**src/rtl/mfp_ahb_lite_simple_master.sv**
```systemverilog
// Single-outstanding AHB-Lite master: one SINGLE transfer per valid/ready request,
// address phase then data phase, with a one-cycle response strobe.
module mfp_ahb_lite_simple_master #(
  parameter logic [3:0] HPROT_VALUE = 4'b0011
) (
  input  logic        HCLK,
  input  logic        HRESET,
  input  logic        req_valid,
  output logic        req_ready,
  input  logic        req_write,
  input  logic [31:0] req_addr,
  input  logic [1:0]  req_size,
  input  logic [31:0] req_wdata,
  output logic        rsp_valid,
  output logic [31:0] rsp_rdata,
  output logic        rsp_error,
  output logic [31:0] HADDR,
  output logic [2:0]  HBURST,
  output logic        HMASTLOCK,
  output logic [3:0]  HPROT,
  output logic [2:0]  HSIZE,
  output logic [1:0]  HTRANS,
  output logic [31:0] HWDATA,
  output logic        HWRITE,
  input  logic [31:0] HRDATA,
  input  logic        HREADY,
  input  logic        HRESP
);

  typedef enum logic [1:0] {S_IDLE, S_ADDR, S_DATA, S_ERR} state_t;

  state_t      state_q, state_d;
  logic [31:0] haddr_q, haddr_d;
  logic [31:0] hwdata_q, hwdata_d;
  logic [31:0] rsp_rdata_q, rsp_rdata_d;
  logic [2:0]  hsize_q, hsize_d;
  logic        hwrite_q, hwrite_d;
  logic        rsp_valid_q, rsp_valid_d;
  logic        rsp_error_q, rsp_error_d;
  logic        req_illegal;
  logic [31:0] wdata_rep;

  always_comb begin
    req_illegal = 1'b0;
    wdata_rep   = req_wdata;
    unique case (req_size)
      2'd0: wdata_rep = {4{req_wdata[7:0]}};
      2'd1: begin
        wdata_rep   = {2{req_wdata[15:0]}};
        req_illegal = req_addr[0];
      end
      2'd2: req_illegal = (req_addr[1:0] != 2'b00);
      default: req_illegal = 1'b1;
    endcase
  end

  always_comb begin
    state_d     = state_q;
    haddr_d     = haddr_q;
    hwrite_d    = hwrite_q;
    hsize_d     = hsize_q;
    hwdata_d    = hwdata_q;
    rsp_valid_d = 1'b0;
    rsp_error_d = rsp_error_q;
    rsp_rdata_d = rsp_rdata_q;
    unique case (state_q)
      S_IDLE: begin
        if (req_valid) begin
          // Illegal requests are consumed without touching the bus registers.
          if (req_illegal) begin
            state_d = S_ERR;
          end else begin
            state_d  = S_ADDR;
            haddr_d  = req_addr;
            hwrite_d = req_write;
            hsize_d  = {1'b0, req_size};
            hwdata_d = wdata_rep;
          end
        end
      end
      S_ADDR: if (HREADY) state_d = S_DATA;
      S_DATA: begin
        if (HREADY) begin
          state_d     = S_IDLE;
          rsp_valid_d = 1'b1;
          rsp_error_d = HRESP;
          rsp_rdata_d = (!hwrite_q && !HRESP) ? HRDATA : '0;
        end
      end
      S_ERR: begin
        state_d     = S_IDLE;
        rsp_valid_d = 1'b1;
        rsp_error_d = 1'b1;
        rsp_rdata_d = '0;
      end
      default: state_d = S_IDLE;
    endcase
  end

  always_ff @(posedge HCLK) begin
    if (HRESET) begin
      state_q     <= S_IDLE;
      haddr_q     <= '0;
      hwrite_q    <= 1'b0;
      hsize_q     <= '0;
      hwdata_q    <= '0;
      rsp_valid_q <= 1'b0;
      rsp_error_q <= 1'b0;
      rsp_rdata_q <= '0;
    end else begin
      state_q     <= state_d;
      haddr_q     <= haddr_d;
      hwrite_q    <= hwrite_d;
      hsize_q     <= hsize_d;
      hwdata_q    <= hwdata_d;
      rsp_valid_q <= rsp_valid_d;
      rsp_error_q <= rsp_error_d;
      rsp_rdata_q <= rsp_rdata_d;
    end
  end

  assign req_ready = (state_q == S_IDLE);
  assign HTRANS    = (state_q == S_ADDR) ? 2'b10 : 2'b00;
  assign HADDR     = haddr_q;
  assign HWRITE    = hwrite_q;
  assign HSIZE     = hsize_q;
  assign HWDATA    = hwdata_q;
  assign HBURST    = 3'b000;
  assign HMASTLOCK = 1'b0;
  assign HPROT     = HPROT_VALUE;
  assign rsp_valid = rsp_valid_q;
  assign rsp_error = rsp_error_q;
  assign rsp_rdata = rsp_rdata_q;

endmodule

```
**config.mk**
```make
export PLATFORM = sky130hd
export DESIGN_NAME = mfp_ahb_lite_simple_master
export DESIGN_NICKNAME = d
export VERILOG_FILES = /design/src/rtl/mfp_ahb_lite_simple_master.sv
export SDC_FILE = /design/constraint.sdc
export NUM_CORES = 1
export LEC_CHECK = 0
export CAP_MARGIN = 20
export CELL_PAD_IN_SITES_DETAIL_PLACEMENT = 0
export CELL_PAD_IN_SITES_GLOBAL_PLACEMENT = 2
export CORE_ASPECT_RATIO = 0.9
export CORE_MARGIN = 5
export CORE_UTILIZATION = 25
export CTS_BUF_LIST = sky130_fd_sc_hd__clkbuf_4
export DETAILED_ROUTE_END_ITERATION = 6
export PLACE_DENSITY_LB_ADDON = 0.1
export SETUP_SLACK_MARGIN = 0.1
export SLEW_MARGIN = 20
export SYNTH_ARGS = -nofsm -noshare
export SYNTH_HDL_FRONTEND = slang
export SYNTH_SLANG_ARGS = --single-unit
```
**constraint.sdc**
```tcl
create_clock -name HCLK -period 3.6 [get_ports HCLK]
set_clock_uncertainty 0.1 [all_clocks]
set_input_delay 0.54 -clock HCLK [delete_from_list [all_inputs] [get_ports HCLK]]
set_output_delay 0.54 -clock HCLK [all_outputs]
set_load 0.1 [all_outputs]
```
==> impl_metrics.json <==
{
  "finalSetupViolCount": 0,
  "final_antenna_net_count": 0,
  "cts_tree": "built",
  "ff2ff_path_depth": 4,
  "num_rows": 45,
  "finalHoldViolations": 0,
  "slowest_stage": "clkdlybuf4s50_1",
  "clkLatencyLatePin_ps": 490,
  "vdd_ir_drop_max_uv": 152,
  "avgViaCountPerCell": 4.50,
  "grt_setup_unrepaired": "no",
  "holdPathEnd": "HADDR[23]",
  "slew_headroom": 0.303,
  "grt_first_pass_wirelength_mm": 22.4,
  "crit_path_end_kind": "output port",
  "finalCriticalPeriod_ps": 2810,
  "tns_ps": 0,
  "timing.rr.start": "state_q[0]",
  "fmaxAchievable_ghz": 0.355,
  "ios": 217,
  "clock_path_buffers": 2,
  "grt_max_degree": 93,
  "cts_resized": 0,
  "power_mw": 2.77,
  "grt_busiest_layer": "met2",
  "drc": 0,
  "post-dp-hpwl_mm": 10.4,
  "cp.required_ps": 2960,
  "globalRouteMet2Util": 0.212,
  "grt_overflow": 0,
  "drv_cap": 0,
  "syn-cell-area_um2": 4360,
  "ys_seq_elements": 103,
  "antenna_cells": 0,
  "placed_cells": 842,
  "outcome": "complete, no violations",
  "layout.cells.non_filler": 858,
  "syn-mean-instance-area_um2": 9.98,
  "critPathKind": "flop to output port",
  "critPathMaxStageDelay_ps": 1170,
  "r2r_end": "rsp_rdata[22]",
  "post_drt_wl_per_cell_um": 17.0,
  "r2r_slack_ps": 1550,
  "vias": 3864,
  "drt_iter0_drc": 188,
  "die_y_um": 135,
  "io_buffers": 206,
  "grtUsageMet3": 0.0592,
  "power.density_nw_per_um2": 415,
  "antenna_found_initial": 1,
  "ys_types": 34,
  "syn_to_final_growth_pct": 53.0,
  "grt_usage": 0.141,
  "die_x_um": 149,
  "initial_core_util": 0.256,
  "path_cells": "nor2_1, clkdlybuf4s50_1",
  "path_delay_family": "buffers and inverters",
  "drive_gt1_frac": 0.0851,
  "grt_pass1_vias": 3908,
  "clk_pin_slew_ps": 170,
  "tightest_slew_ps": 1040,
  "coreArea_um2": 17000,
  "yosysSeqAreaShare": 0.473,
  "whs_path_depth": 2,
  "dr.pass1.iters": 4,
  "place_congestion": 0.744,
  "maxSlewViolCount": 0,
  "period_share": 0.781,
  "finish.net_count": 722,
  "cts_setup_buffers": 0,
  "cts_buffers": 9,
  "synth_warnings": 0,
  "cts_hold_buf": 0,
  "htreeDepth": 3,
  "wl_mm": 14.6,
  "use_met1": 0.181,
  "critPathMaxFanout": 6,
  "clock_tree.root_cell": "clkbuf_4",
  "syn_inst": 437,
  "cp_data_arrival_time_ps": 2170,
  "hold_class": "flop to flop",
  "path_buf_inv": 1,
  "start_kind": "flop",
  "hold_start": "HADDR[23]",
  "dieArea_um2": 20200,
  "power_leakage_nw": 2.44,
  "cts.sinks": 103
}
## metrics by stage
stage	utilization	cell area [um^2]	worst slack [ps]	hold WS (ps)
floorplan	-	4390	1190	442
global placement	0.384	6530	741	341
detailed placement	0.384	6540	716	346
CTS	0.392	6670	747	375
global route	0.392	6670	682	393
finish	0.392	6670	787	369
## layout make-up
class                      count  area (um^2)
clock buffer                   9         67.6
timing repair buffer         214         2140
multi-input combinational    281         2010
sequential                   103         2060
clock inverter                 7         65.1
fill                        1735        10300
inverter                       9         35.0
tap                          235          294
## registers in the layout, summed over array words and instances, names as in the netlist
| register | count |
|---|---|
| HADDR | 32 |
| HWDATA | 32 |
| rsp_rdata | 32 |
| HSIZE | 2 |
| state_q | 2 |
| HWRITE | 1 |
| rsp_error | 1 |
| rsp_valid | 1 |
## metal layers
layer | wire length, um | part of all wire | up-vias
met1 | 6540 | 0.45 | 1787
met5 | 13 | 0.00089 | -
met4 | 336 | 0.023 | 2
met2 | 6400 | 0.44 | 152
met3 | 1320 | 0.091 | 27
li1 | - | - | 1896
## cells in the final DEF, fill, tap and decap left out, types with 4 or more instances in the layout
cell type          n
o21a_1             9
nor4b_1            4
mux2i_1           55
clkbuf_4           9
a2111oi_0         16
a31o_2            12
mux2_2             8
conb_1            10
nand2b_1           9
nand2_1           86
clkdlybuf4s50_1  203
o211ai_1           8
a22o_1            32
nor3b_1            8
a211oi_1           8
dfxtp_1          103
buf_4              8
inv_1              8
## power by group
| part | total, mW | internal (mW) | switching (mW) |
|---|---|---|---|
| Combinational | 0.927 | 0.278 | 0.649 |
| Clock | 0.607 | 0.158 | 0.450 |
| Sequential | 1.23 | 1.20 | 0.0330 |
## synth_stat cells (all sizes together)
cell type	count	area, um^2
dfxtp	103	2060
o211ai	8	60.1
conb	2	7.51
or3b	1	8.76
o21a	9	67.6
nand2b	9	56.3
nor2	2	7.51
nor4b	4	35.0
nor3b	8	60.1
a21boi	1	7.51
a31o	12	105
nor2b	1	6.26
a211oi	8	60.1
a21oi	3	26.3
nand2	86	323
a22o	32	280
a21o	2	15.0
mux2i	55	551
nor3	1	10.0
nand4b	1	8.76
buf	27	205
and2	1	6.26
mux2	8	90.1
clkbuf	25	93.8
or4bb	1	11.3
a2111oi	16	140
or3	1	11.3
o211a	1	10.0
inv	9	33.8
## cells by family (layout without fill, tap and decap cells)
family,after synthesis,in the layout,synth area share
compound gates,92,92,0.177
buf+inv,61,239,0.0763
flops,103,103,0.473
mux,63,63,0.147
other cells,2,10,0.00172
simple gates,116,116,0.125
## worst max-delay path by stage
stage | from | end | slack, ps | depth (start not counted)
floorplan | state_q[0] | HTRANS[1] | 1190 | 1
global placement | req_size[0] | HWDATA[18] | 740 | 4
detailed placement | req_size[0] | HWDATA[23] | 720 | 4
CTS | state_q[1] | req_ready | 750 | 2
global route | state_q[1] | req_ready | 680 | 2
finish | state_q[1] | req_ready | 790 | 2
## worst min-delay path: cells and delay by family (launching register included)
| kind | cells | cell delay [ps] |
|---|---|---|
| and+or+nand+nor | 1 | 50 |
| muxes | 1 | 50 |
| DFF | 1 | 340 |
(Power assumes the default switching activity.)
